$ cat src/rtl/multicycle_control.sv
`default_nettype none
// ============================================================================
//  Module      : multicycle_control
//  Description : Main control FSM for the multicycle MIPS core. Sequences
//                fetch / decode / execute / memory / writeback, drives all
//                datapath enables and mux selects, and stalls on a memory
//                ready handshake.
//  Revision    : 1.0  - initial release
// ============================================================================
module multicycle_control (
  input  logic       clk,
  input  logic       rst_n,
  input  logic [5:0] op,
  input  logic       zero,
  input  logic       mem_ready,
  output logic       iord,
  output logic       memwrite,
  output logic       irwrite,
  output logic       regdst,
  output logic       memtoreg,
  output logic       regwrite,
  output logic       alusrca,
  output logic [1:0] alusrcb,
  output logic [3:0] aluop,
  output logic [1:0] pcsrc,
  output logic       pcen,
  output logic       illegal,
  output logic [3:0] state
);

  // --------------------------------------------------------------------------
  // State encoding (codes 12..15 are unused and recover to FETCH)
  // --------------------------------------------------------------------------
  localparam logic [3:0] S_FETCH  = 4'd0;
  localparam logic [3:0] S_DECODE = 4'd1;
  localparam logic [3:0] S_MEMADR = 4'd2;
  localparam logic [3:0] S_MEMRD  = 4'd3;
  localparam logic [3:0] S_MEMWB  = 4'd4;
  localparam logic [3:0] S_MEMWR  = 4'd5;
  localparam logic [3:0] S_RTEX   = 4'd6;
  localparam logic [3:0] S_RTWB   = 4'd7;
  localparam logic [3:0] S_BEQEX  = 4'd8;
  localparam logic [3:0] S_ADDIEX = 4'd9;
  localparam logic [3:0] S_ADDIWB = 4'd10;
  localparam logic [3:0] S_JEX    = 4'd11;

  // Supported opcodes
  localparam logic [5:0] OP_RTYPE = 6'b000000;
  localparam logic [5:0] OP_LW    = 6'b100011;
  localparam logic [5:0] OP_SW    = 6'b101011;
  localparam logic [5:0] OP_BEQ   = 6'b000100;
  localparam logic [5:0] OP_ADDI  = 6'b001000;
  localparam logic [5:0] OP_J     = 6'b000010;

  // ALU operation codes handed to the ALU decoder
  localparam logic [3:0] ALU_ADD   = 4'b0000;
  localparam logic [3:0] ALU_SUB   = 4'b0001;
  localparam logic [3:0] ALU_FUNCT = 4'b0010;

  // ALU B operand selects
  localparam logic [1:0] SRCB_REG  = 2'b00;
  localparam logic [1:0] SRCB_FOUR = 2'b01;
  localparam logic [1:0] SRCB_IMM  = 2'b10;
  localparam logic [1:0] SRCB_BRA  = 2'b11;

  // PC source selects
  localparam logic [1:0] PC_ALU    = 2'b00;
  localparam logic [1:0] PC_ALUOUT = 2'b01;
  localparam logic [1:0] PC_JUMP   = 2'b10;

  // --------------------------------------------------------------------------
  // Internal signals
  // --------------------------------------------------------------------------
  logic [3:0] r_state;
  logic [3:0] w_next_state;

  logic       w_is_mem;
  logic       w_is_supported;

  logic       w_iord;
  logic       w_memwrite;
  logic       w_irwrite;
  logic       w_regdst;
  logic       w_memtoreg;
  logic       w_regwrite;
  logic       w_alusrca;
  logic [1:0] w_alusrcb;
  logic [3:0] w_aluop;
  logic [1:0] w_pcsrc;
  logic       w_pcwrite;
  logic       w_branch;
  logic       w_illegal;

  // Opcode classification used by DECODE for the legality check
  assign w_is_mem       = (op == OP_LW) || (op == OP_SW);
  assign w_is_supported = w_is_mem || (op == OP_RTYPE) || (op == OP_BEQ) ||
                          (op == OP_ADDI) || (op == OP_J);

  // State register: reset is asynchronous so the FSM aborts immediately
  always_ff @(posedge clk or negedge rst_n) begin
    if (!rst_n) begin
      r_state <= S_FETCH;
    end else begin
      r_state <= w_next_state;
    end
  end

  // Next-state logic, including memory-ready stalls
  always_comb begin
    w_next_state = S_FETCH;
    case (r_state)
      S_FETCH: begin
        w_next_state = mem_ready ? S_DECODE : S_FETCH;
      end
      S_DECODE: begin
        if (w_is_mem) begin
          w_next_state = S_MEMADR;
        end else if (op == OP_RTYPE) begin
          w_next_state = S_RTEX;
        end else if (op == OP_BEQ) begin
          w_next_state = S_BEQEX;
        end else if (op == OP_ADDI) begin
          w_next_state = S_ADDIEX;
        end else if (op == OP_J) begin
          w_next_state = S_JEX;
        end else begin
          w_next_state = S_FETCH;
        end
      end
      S_MEMADR: begin
        // op is stable since DECODE, so only lw/sw can reach here
        if (op == OP_SW) begin
          w_next_state = S_MEMWR;
        end else if (op == OP_LW) begin
          w_next_state = S_MEMRD;
        end else begin
          w_next_state = S_FETCH;
        end
      end
      S_MEMRD: begin
        w_next_state = mem_ready ? S_MEMWB : S_MEMRD;
      end
      S_MEMWB: begin
        w_next_state = S_FETCH;
      end
      S_MEMWR: begin
        w_next_state = mem_ready ? S_FETCH : S_MEMWR;
      end
      S_RTEX: begin
        w_next_state = S_RTWB;
      end
      S_RTWB: begin
        w_next_state = S_FETCH;
      end
      S_BEQEX: begin
        w_next_state = S_FETCH;
      end
      S_ADDIEX: begin
        w_next_state = S_ADDIWB;
      end
      S_ADDIWB: begin
        w_next_state = S_FETCH;
      end
      S_JEX: begin
        w_next_state = S_FETCH;
      end
      default: begin
        w_next_state = S_FETCH;
      end
    endcase
  end

  // Output decode: Moore outputs from state, plus same-cycle mem_ready in FETCH
  always_comb begin
    w_iord     = 1'b0;
    w_memwrite = 1'b0;
    w_irwrite  = 1'b0;
    w_regdst   = 1'b0;
    w_memtoreg = 1'b0;
    w_regwrite = 1'b0;
    w_alusrca  = 1'b0;
    w_alusrcb  = SRCB_REG;
    w_aluop    = ALU_ADD;
    w_pcsrc    = PC_ALU;
    w_pcwrite  = 1'b0;
    w_branch   = 1'b0;
    w_illegal  = 1'b0;
    case (r_state)
      S_FETCH: begin
        // PC+4 is computed every cycle but only committed with the fetch data
        w_alusrcb = SRCB_FOUR;
        w_aluop   = ALU_ADD;
        w_irwrite = mem_ready;
        w_pcwrite = mem_ready;
      end
      S_DECODE: begin
        // Speculatively compute the branch target into ALUOut
        w_alusrcb = SRCB_BRA;
        w_aluop   = ALU_ADD;
        w_illegal = ~w_is_supported;
      end
      S_MEMADR: begin
        w_alusrca = 1'b1;
        w_alusrcb = SRCB_IMM;
        w_aluop   = ALU_ADD;
      end
      S_MEMRD: begin
        w_iord = 1'b1;
      end
      S_MEMWB: begin
        w_memtoreg = 1'b1;
        w_regwrite = 1'b1;
      end
      S_MEMWR: begin
        // Held steady across wait cycles until memory accepts the write
        w_iord     = 1'b1;
        w_memwrite = 1'b1;
      end
      S_RTEX: begin
        w_alusrca = 1'b1;
        w_alusrcb = SRCB_REG;
        w_aluop   = ALU_FUNCT;
      end
      S_RTWB: begin
        w_regdst   = 1'b1;
        w_regwrite = 1'b1;
      end
      S_BEQEX: begin
        w_alusrca = 1'b1;
        w_alusrcb = SRCB_REG;
        w_aluop   = ALU_SUB;
        w_pcsrc   = PC_ALUOUT;
        w_branch  = 1'b1;
      end
      S_ADDIEX: begin
        w_alusrca = 1'b1;
        w_alusrcb = SRCB_IMM;
        w_aluop   = ALU_ADD;
      end
      S_ADDIWB: begin
        w_regwrite = 1'b1;
      end
      S_JEX: begin
        w_pcsrc   = PC_JUMP;
        w_pcwrite = 1'b1;
      end
      default: begin
        w_aluop = ALU_ADD;
      end
    endcase
  end

  // PC and IR loads are qualified by rst_n so nothing commits while reset is low
  assign iord     = w_iord;
  assign memwrite = w_memwrite;
  assign irwrite  = w_irwrite & rst_n;
  assign regdst   = w_regdst;
  assign memtoreg = w_memtoreg;
  assign regwrite = w_regwrite;
  assign alusrca  = w_alusrca;
  assign alusrcb  = w_alusrcb;
  assign aluop    = w_aluop;
  assign pcsrc    = w_pcsrc;
  assign pcen     = (w_pcwrite | (w_branch & zero)) & rst_n;
  assign illegal  = w_illegal;
  assign state    = r_state;

endmodule
`default_nettype wire
$ cat config.mk
export PLATFORM = sky130hd
export DESIGN_NAME = multicycle_control
export DESIGN_NICKNAME = d
export VERILOG_FILES = /design/src/rtl/multicycle_control.sv
export SDC_FILE = /design/constraint.sdc
export NUM_CORES = 1
export LEC_CHECK = 0
export CORE_UTILIZATION = 41
export CTS_BUF_LIST = sky130_fd_sc_hd__clkbuf_8
export CTS_CLUSTER_SIZE = 14
export DETAILED_ROUTE_END_ITERATION = 7
export GPL_ROUTABILITY_DRIVEN = 0
export PLACE_DENSITY = 0.89
export SLEW_MARGIN = 15
export SYNTH_ARGS = -nofsm -noshare
export SYNTH_HDL_FRONTEND = slang
export SYNTH_SLANG_ARGS = --single-unit
$ cat constraint.sdc
create_clock -name clk -period 1.6 [get_ports clk]
set_input_delay 0.32 -clock clk [delete_from_list [all_inputs] [get_ports clk]]
set_output_delay 0.32 -clock clk [all_outputs]
set_load 0.02 [all_outputs]
Yosys cells after proc, flatten, opt, wreduce, memory -nomap -nowiden
Index checks and enable logic that the tools add are counted. Widths: inputs -> output; s select.

Output and inout bits: 21. Logic and storage cells: 57. Flip-flop bits (word level): 4.

Muxes and demuxes: 24. Equal/unequal tests: 16. Reduce and logical (&&, ||, !) cells: 11. Bitwise operators: 5.

Operators with widths (count): $pmux 4 s7 (1); $mux 4 (5); $eq 4x3->1 const B (4); $eq 4x4->1 const B (4); $eq 6x6->1 const B (2); $mux 1 (10); $mux 3 (3); $eq 4x2->1 const B (2); $pmux 2 s2 (2); $eq 6x2->1 const B (1); $eq 6x3->1 const B (1); $eq 6x4->1 const B (1); $logic_not 6->1 (1); $pmux 2 s3 (1); $logic_or 1x1->1 (5); $eq 4x1->1 const B (1); $logic_not 4->1 (1); $reduce_or 2->1 (2); $reduce_or 4->1 (1); $and 1x1->1 (3); $reduce_or 3->1 (1); $mux 2 (1); $pmux 1 s2 (1); $not 1->1 (1); $or 1x1->1 (1).

Logic depth before layout (Yosys ltp)
Gate-level depths: netlist of run 1.

Word-level depth: 8. Gate-level depth with buffers: 5.

Worst setup path before layout of run 1
OpenSTA, ideal clock, no wires.

Path kind: register to output. From: reg r_state[2] (netlist: state[2]). To: out regwrite. Slack: -0.212 ns. Path buffers: 1. Arrival: 1.492 ns. Data required time: 1.280 ns. Stages on the path, launching flop included: 5. Cells stage by stage: dfrtp_1 > buf_6 > nand2b_2 > nor3_1 > a21o_1.

Longest elaborated chain between the ends: 3. Elaborated cells between the ends (all ways): 5.

RTL lines: start: declaration (line 74) `logic [3:0] r_state;`; start signal: assignment (line 104) `r_state <= w_next_state;`; $eq 4x4->1 / $eq 4x3->1 (equally long branches) (line 188) `case (r_state)`; $reduce_or 3->1 (no line) (*); $mux 1 (*) (line 188); end: declaration (line 21) `output logic regwrite,`.

Mark *: on every way between the ends. The rest lies on a longest branch, timed or not.

Final worst setup path of run 1
From: reg r_state[3] (netlist: state[3]). To: out pcen.

Longest elaborated chain between the ends: 5. Elaborated cells between the ends (all ways): 8.

RTL lines: $eq 4x4->1 (line 188); $mux 1 (line 188); $and 1x1->1 (line 264) `assign pcen = (w_pcwrite | (w_branch & zero)) & rst_n;`; $or 1x1->1 (*) (line 264); $and 1x1->1 (*) (line 264); end: declaration (line 26) `output logic pcen,`.

Marks and branches as above.

==> results.toml, run 1 <==
[outcome]
status = "finished, violations left"
violations = "setup timing"

[place]
dpl-instance-area_sq_um = 1060
hpwl_um = 1550
place_ws_ps = -737
portBuffers = 28

[grt]
grt_max_degree = 9
antenna_found_initial = 0
grt.total_usage = 0.277
overflow = 0
grt_pass1_wl_um = 2850
first_global_vias = 657

[logic_synthesis]
synthArstFlopShare = 1.00
syn_avg_cell_area_sq_um = 8.54
synth_seq_cells = 4
synthXorXnorAreaFrac = 0.0416
synth_compound_area_frac = 0.212
synth_area_sq_um = 632
ys.flop_type = "dfrtp_1"
yosysWarnings = 0
synth_area_leaders = "dfrtp_1 (16%), buf_6 (8.9%), nor3_1 (5.5%)"
ys_seq_area_frac = 0.158
synthCells = 74
synth_top_family_by_area = "simple AND/OR/NAND/NOR gates"
synthMuxAreaShare = 0.0317
synthAdderAreaFrac = 0
synth_common_cells = "nor2_1 (7), nor3_1 (7), buf_6 (5)"
synth_edf_count = 0
synth_cell_types = 39
synth_top_area_cell = "dfrtp_1"
yosys.area_share.simple = 0.416
synth_top_area_share = 0.158

[floorplanning]
fp.dieH_um = 41.3
boundaryPins = 31
rows = 13
die_area_sq_um = 1700
die_w_um = 41.3
initial_core_util = 0.462
core-area_sq_um = 1370

[layout]
final_cell_area_sq_um = 1150
diodes = 0
final_core_util = 0.845
fin_nets = 137
syn2layout_area_growth_pct = 82.8
largest_reg_flops = 4
drive_gt1_frac = 0.616
fillerInstances = 89

[clock_network]
cts_sinks = 4
clk_path_buf_depth = 2
clkLatencyLatePin_ps = 220
cts_hold_buf = 0
htreeDepth = 1
cts_buffers = 3
clkTransAtPathRegs_ps = 30
tritoncts = "yes"
cts-root-buf = "clkbuf_8"

[sta]
hold_viol = 0
period_needed_ps = 1770
fmax_mhz = 566
setup-tns-final_ps = -703
fin_ws_ps = -167
fin_crit_sh = 1.10
worst_clock_skew_ps = 4.00
finalSetupViolCount = 7
maxSlewViolCount = 0
grt_setup_unrepaired = "yes"

[worst_setup_path]
cp_max_fo = 5
crit_type = "reg2out"
cp-start-kind = "flip-flop"
r2r-start = "state[1]"
reg2reg_depth = 4
cp-end-kind = "output pin"
crit_path_end = "pcen"
ff2ff_setup_slack_ps = 290
crit_path_start = "state[3]"
cp.required_ps = 1280
r2r-end = "state[0]"
arrival_ps = 1450

[route]
vias = 797
drt_iter0_markers = 36
drt_pass1_iterations = 4
drc = 0
ant_nets = 0
wire_per_inst_um = 17.4
viasPerCell = 5.69
routed_wl_um = 2440

[min_path]
hp-class = "in2async"

[power]
totalPowerFinal_w = 0.000792
powerDensity_nw_per_um2 = 686
total_leakage_power_nw = 0.537
vdd_ir_drop_max_uv = 572

[flow_run]
max-cap-violations = 0
what timing repair did:
item | CTS | global route
setup buffers | 2 | 3
hold endpoints to repair | 0 | 0
gates cloned | 0 | 0
endpoints found under the setup margin | 19 | 11
resized for setup | 79 | 21
pin swaps | 5 | 6
per-stage QoR:
stage / instances / hold WS, ps
after global routing: 140 / 485
after global placement: 132 / 650
after floorplan: 75 / 24.4
final: 140 / 479
after detailed placement: 132 / 670
after CTS: 137 / 449
how the worst min path moves through the flow:
| stage | startpoint | end | depth (start not counted) |
|---|---|---|---|
| final | rst_n | state[0] | 2 |
| after global routing | rst_n | state[0] | 2 |
| after CTS | rst_n | state[0] | 2 |
| after detailed placement | rst_n | state[1] | 2 |
| after global placement | rst_n | state[0] | 2 |
| after floorplan | rst_n | state[0] | 0 |
cells in the final DEF (no fill, tap or decap), types with 2 or more instances in the layout:
cell and count:
clkbuf_2 2, dlygate4sd2_1 12, buf_4 29, buf_2 6
nor3b_2 3, nand2_1 3, or2_4 2, nor3_1 4
nor3_2 4, clkbuf_8 3, o21ai_1 4, dfrtp_2 3
buf_6 6, conb_1 2, a21oi_2 2, nand2b_4 4
nand3_2 2, nor2_1 5
metal layers:
layer  up-vias  GRT usage  routed length [um]
li1        368          -                   -
met1       370      0.246                 914
met2        49      0.547                1310
met3        10     0.0435                 134
met4         0      0.194                  79
met5         -          0                   0
final cells by class:
type	count	area, sq um	area share
clock buffers	3	41.3	0.0358
inverters	1	3.75	0.00325
multi-input cells	61	547	0.473
flip-flops and latches	4	104	0.0899
well taps	15	18.8	0.0163
repair buffers	56	440	0.381
power by group:
part | internal, W | switching, W | total (W)
clock network | 0.000160 | 0.0000528 | 0.000213
logic | 0.000215 | 0.000238 | 0.000453
registers | 0.000112 | 0.0000141 | 0.000126
logic make-up after synthesis:
kind of cell | count (synthesis)
AOI/OAI and AO/OA | 17
xor gates and xnor gates | 3
buffers and inverters | 10
DFF | 4
muxes | 2
other | 1
and+or+nand+nor | 37
worst max-delay path: stages, from the launching register on:
cell	delay, ps
dfrtp_2	450
mux2i_2	170
nor3_2	130
a31oi_1	90
nor3b_2	220
buf_4	180
Note: power is estimated with default switching activity, not from simulation.
==> run 2, diff against run 1 <==
--- a/config.mk
+++ b/config.mk
@@ -5,6 +5,7 @@
 export SDC_FILE = /design/constraint.sdc
 export NUM_CORES = 1
 export LEC_CHECK = 0
+export ABC_CLOCK_PERIOD_IN_PS = 1600
 export CORE_UTILIZATION = 41
 export CTS_BUF_LIST = sky130_fd_sc_hd__clkbuf_8
 export CTS_CLUSTER_SIZE = 14
==> results of run 2 <==
Same layout as run 1: the final DEF is identical, and so are final timing and power.
==> run 3, diff against run 2 <==
--- a/config.mk
+++ b/config.mk
@@ -6,6 +6,7 @@
 export NUM_CORES = 1
 export LEC_CHECK = 0
 export ABC_CLOCK_PERIOD_IN_PS = 1600
+export CORE_MARGIN = 4
 export CORE_UTILIZATION = 41
 export CTS_BUF_LIST = sky130_fd_sc_hd__clkbuf_8
 export CTS_CLUSTER_SIZE = 14
==> results.toml, run 3 (synthesis results as in run 1) <==
[outcome]
status = "finished, violations left"
violations = "setup timing"

[sta]
finalSetupViolCount = 9
fin_ws_ps = -143
maxSlewViolCount = 0
grt_setup_unrepaired = "yes"
worst_clock_skew_ps = 0.262
period_needed_ps = 1740
setup-tns-final_ps = -573
hold_viol = 0
fmax_mhz = 574
fin_crit_sh = 1.09

[clock_network]
cts-root-buf = "clkbuf_8"
cts_buffers = 3
cts_sinks = 4
htreeDepth = 1
clk_path_buf_depth = 2
clkLatencyLatePin_ps = 220
clkTransAtPathRegs_ps = 30
tritoncts = "yes"

[layout]
multiInputGateArea_sq_um = 547
fillerInstances = 75
drive_gt1_frac = 0.625
syn2layout_area_growth_pct = 87.3
final_common_cell = "buf_4"
final_cell_mix = "buf_4 (37), dlygate4sd2_1 (12), buf_2 (6)"
fin_nets = 140
ff_latch_area_sq_um = 104
largest_reg_flops = 4
final_cell_area_sq_um = 1180
diodes = 0

[floorplanning]
core-area_sq_um = 1380
rows = 13
fp.dieH_um = 47.3
die_area_sq_um = 2230
boundaryPins = 31
die_w_um = 47.3
initial_core_util = 0.457

[worst_setup_path]
crit_type = "reg2out"
cp_max_fo = 7
cp-end-kind = "output pin"
cp.required_ps = 1280
cp-start-kind = "flip-flop"
arrival_ps = 1420

[grt]
grt_max_degree = 14
grt.total_usage = 0.230
first_global_vias = 823
grt_pass1_wl_um = 3470
antenna_found_initial = 0
overflow = 0

[place]
hpwl_um = 1640
dpl-instance-area_sq_um = 1070
portBuffers = 28
place_ws_ps = -771

[route]
drc = 0
viasPerCell = 5.71
ant_nets = 0
drt_pass1_iterations = 4
vias = 816
drt_iter0_markers = 20
wire_per_inst_um = 17.7
routed_wl_um = 2530

[power]
vdd_ir_drop_max_uv = 465
powerDensity_nw_per_um2 = 651
total_leakage_power_nw = 0.553

[flow_run]
max-cap-violations = 0

[min_path]
hp-class = "in2async"
-- run 3: cell count changes in the layout (fill, tap and decap cells not counted), sizes merged --
cell / previous run / this run
buf: 41 / 46
clkbuf: 5 / 3
clkdlybuf4s15: 0 / 1
clkdlybuf4s50: 1 / 0
-- run 3: per-stage QoR --
step	instances	hold WS, ps	utilization	power, W
4_1_cts	140	214	0.812	0.000741
3_3_place_gp	132	657	0.776	0.000518
3_5_place_dp	132	665	0.776	0.000532
5_1_grt	143	239	0.856	0.000814
2_1_floorplan	75	24.4	-	0.000355
6_report	143	219	0.856	0.000770
-- run 3: what timing repair did --
item / in CTS / in global routing
hold buffers: 0 / 0
setup buffers: 5 / 3
setup endpoints to repair: 19 / 14
pin swaps: 8 / 5
gates resized for setup: 92 / 11
hold endpoints to repair: 0 / 0
-- run 3: final timing paths --
path / startpoint / end / slack (ps) / cells after the start
worst max-delay path: state[3] / pcen / -140 / 5
worst min-delay path: rst_n / state[1] / 220 / 2
worst max register to register: state[0] / state[0] / 250 / 6
worst min register to register: state[2] / state[3] / 760 / 3
max in group asynchronous: rst_n / state[2] / 1270 / 2
min in group clk: op[0] / state[0] / 730 / 4
-- run 3: critical path, stage by stage, from the launching register on --
cell,delay [ps]
dfrtp_2,450
mux2i_1,140
nor3_1,180
a31oi_1,80
nor3b_2,190
buf_4,170
-- run 3: area by class of cell --
class | instances | area share
inverters | 1 | 0.00317
repair buffers | 59 | 0.396
multi-input cells | 61 | 0.462
clock buffers | 3 | 0.0349
flip-flops and latches | 4 | 0.0877
well taps | 15 | 0.0159
-- run 3: layer usage --
layer,vias to the layer above,wire length [um],track usage
met3,10,133,0.0498
met4,0,89,0.149
met1,381,967,0.198
met2,46,1340,0.457
met5,-,0,0
li1,379,-,-
-- run 3: power by group --
group          internal, W  switching [W]  total [W]
Sequential        0.000112      0.0000176   0.000129
Combinational     0.000200       0.000229   0.000429
Clock             0.000160      0.0000513   0.000211
Total             0.000472       0.000298   0.000770
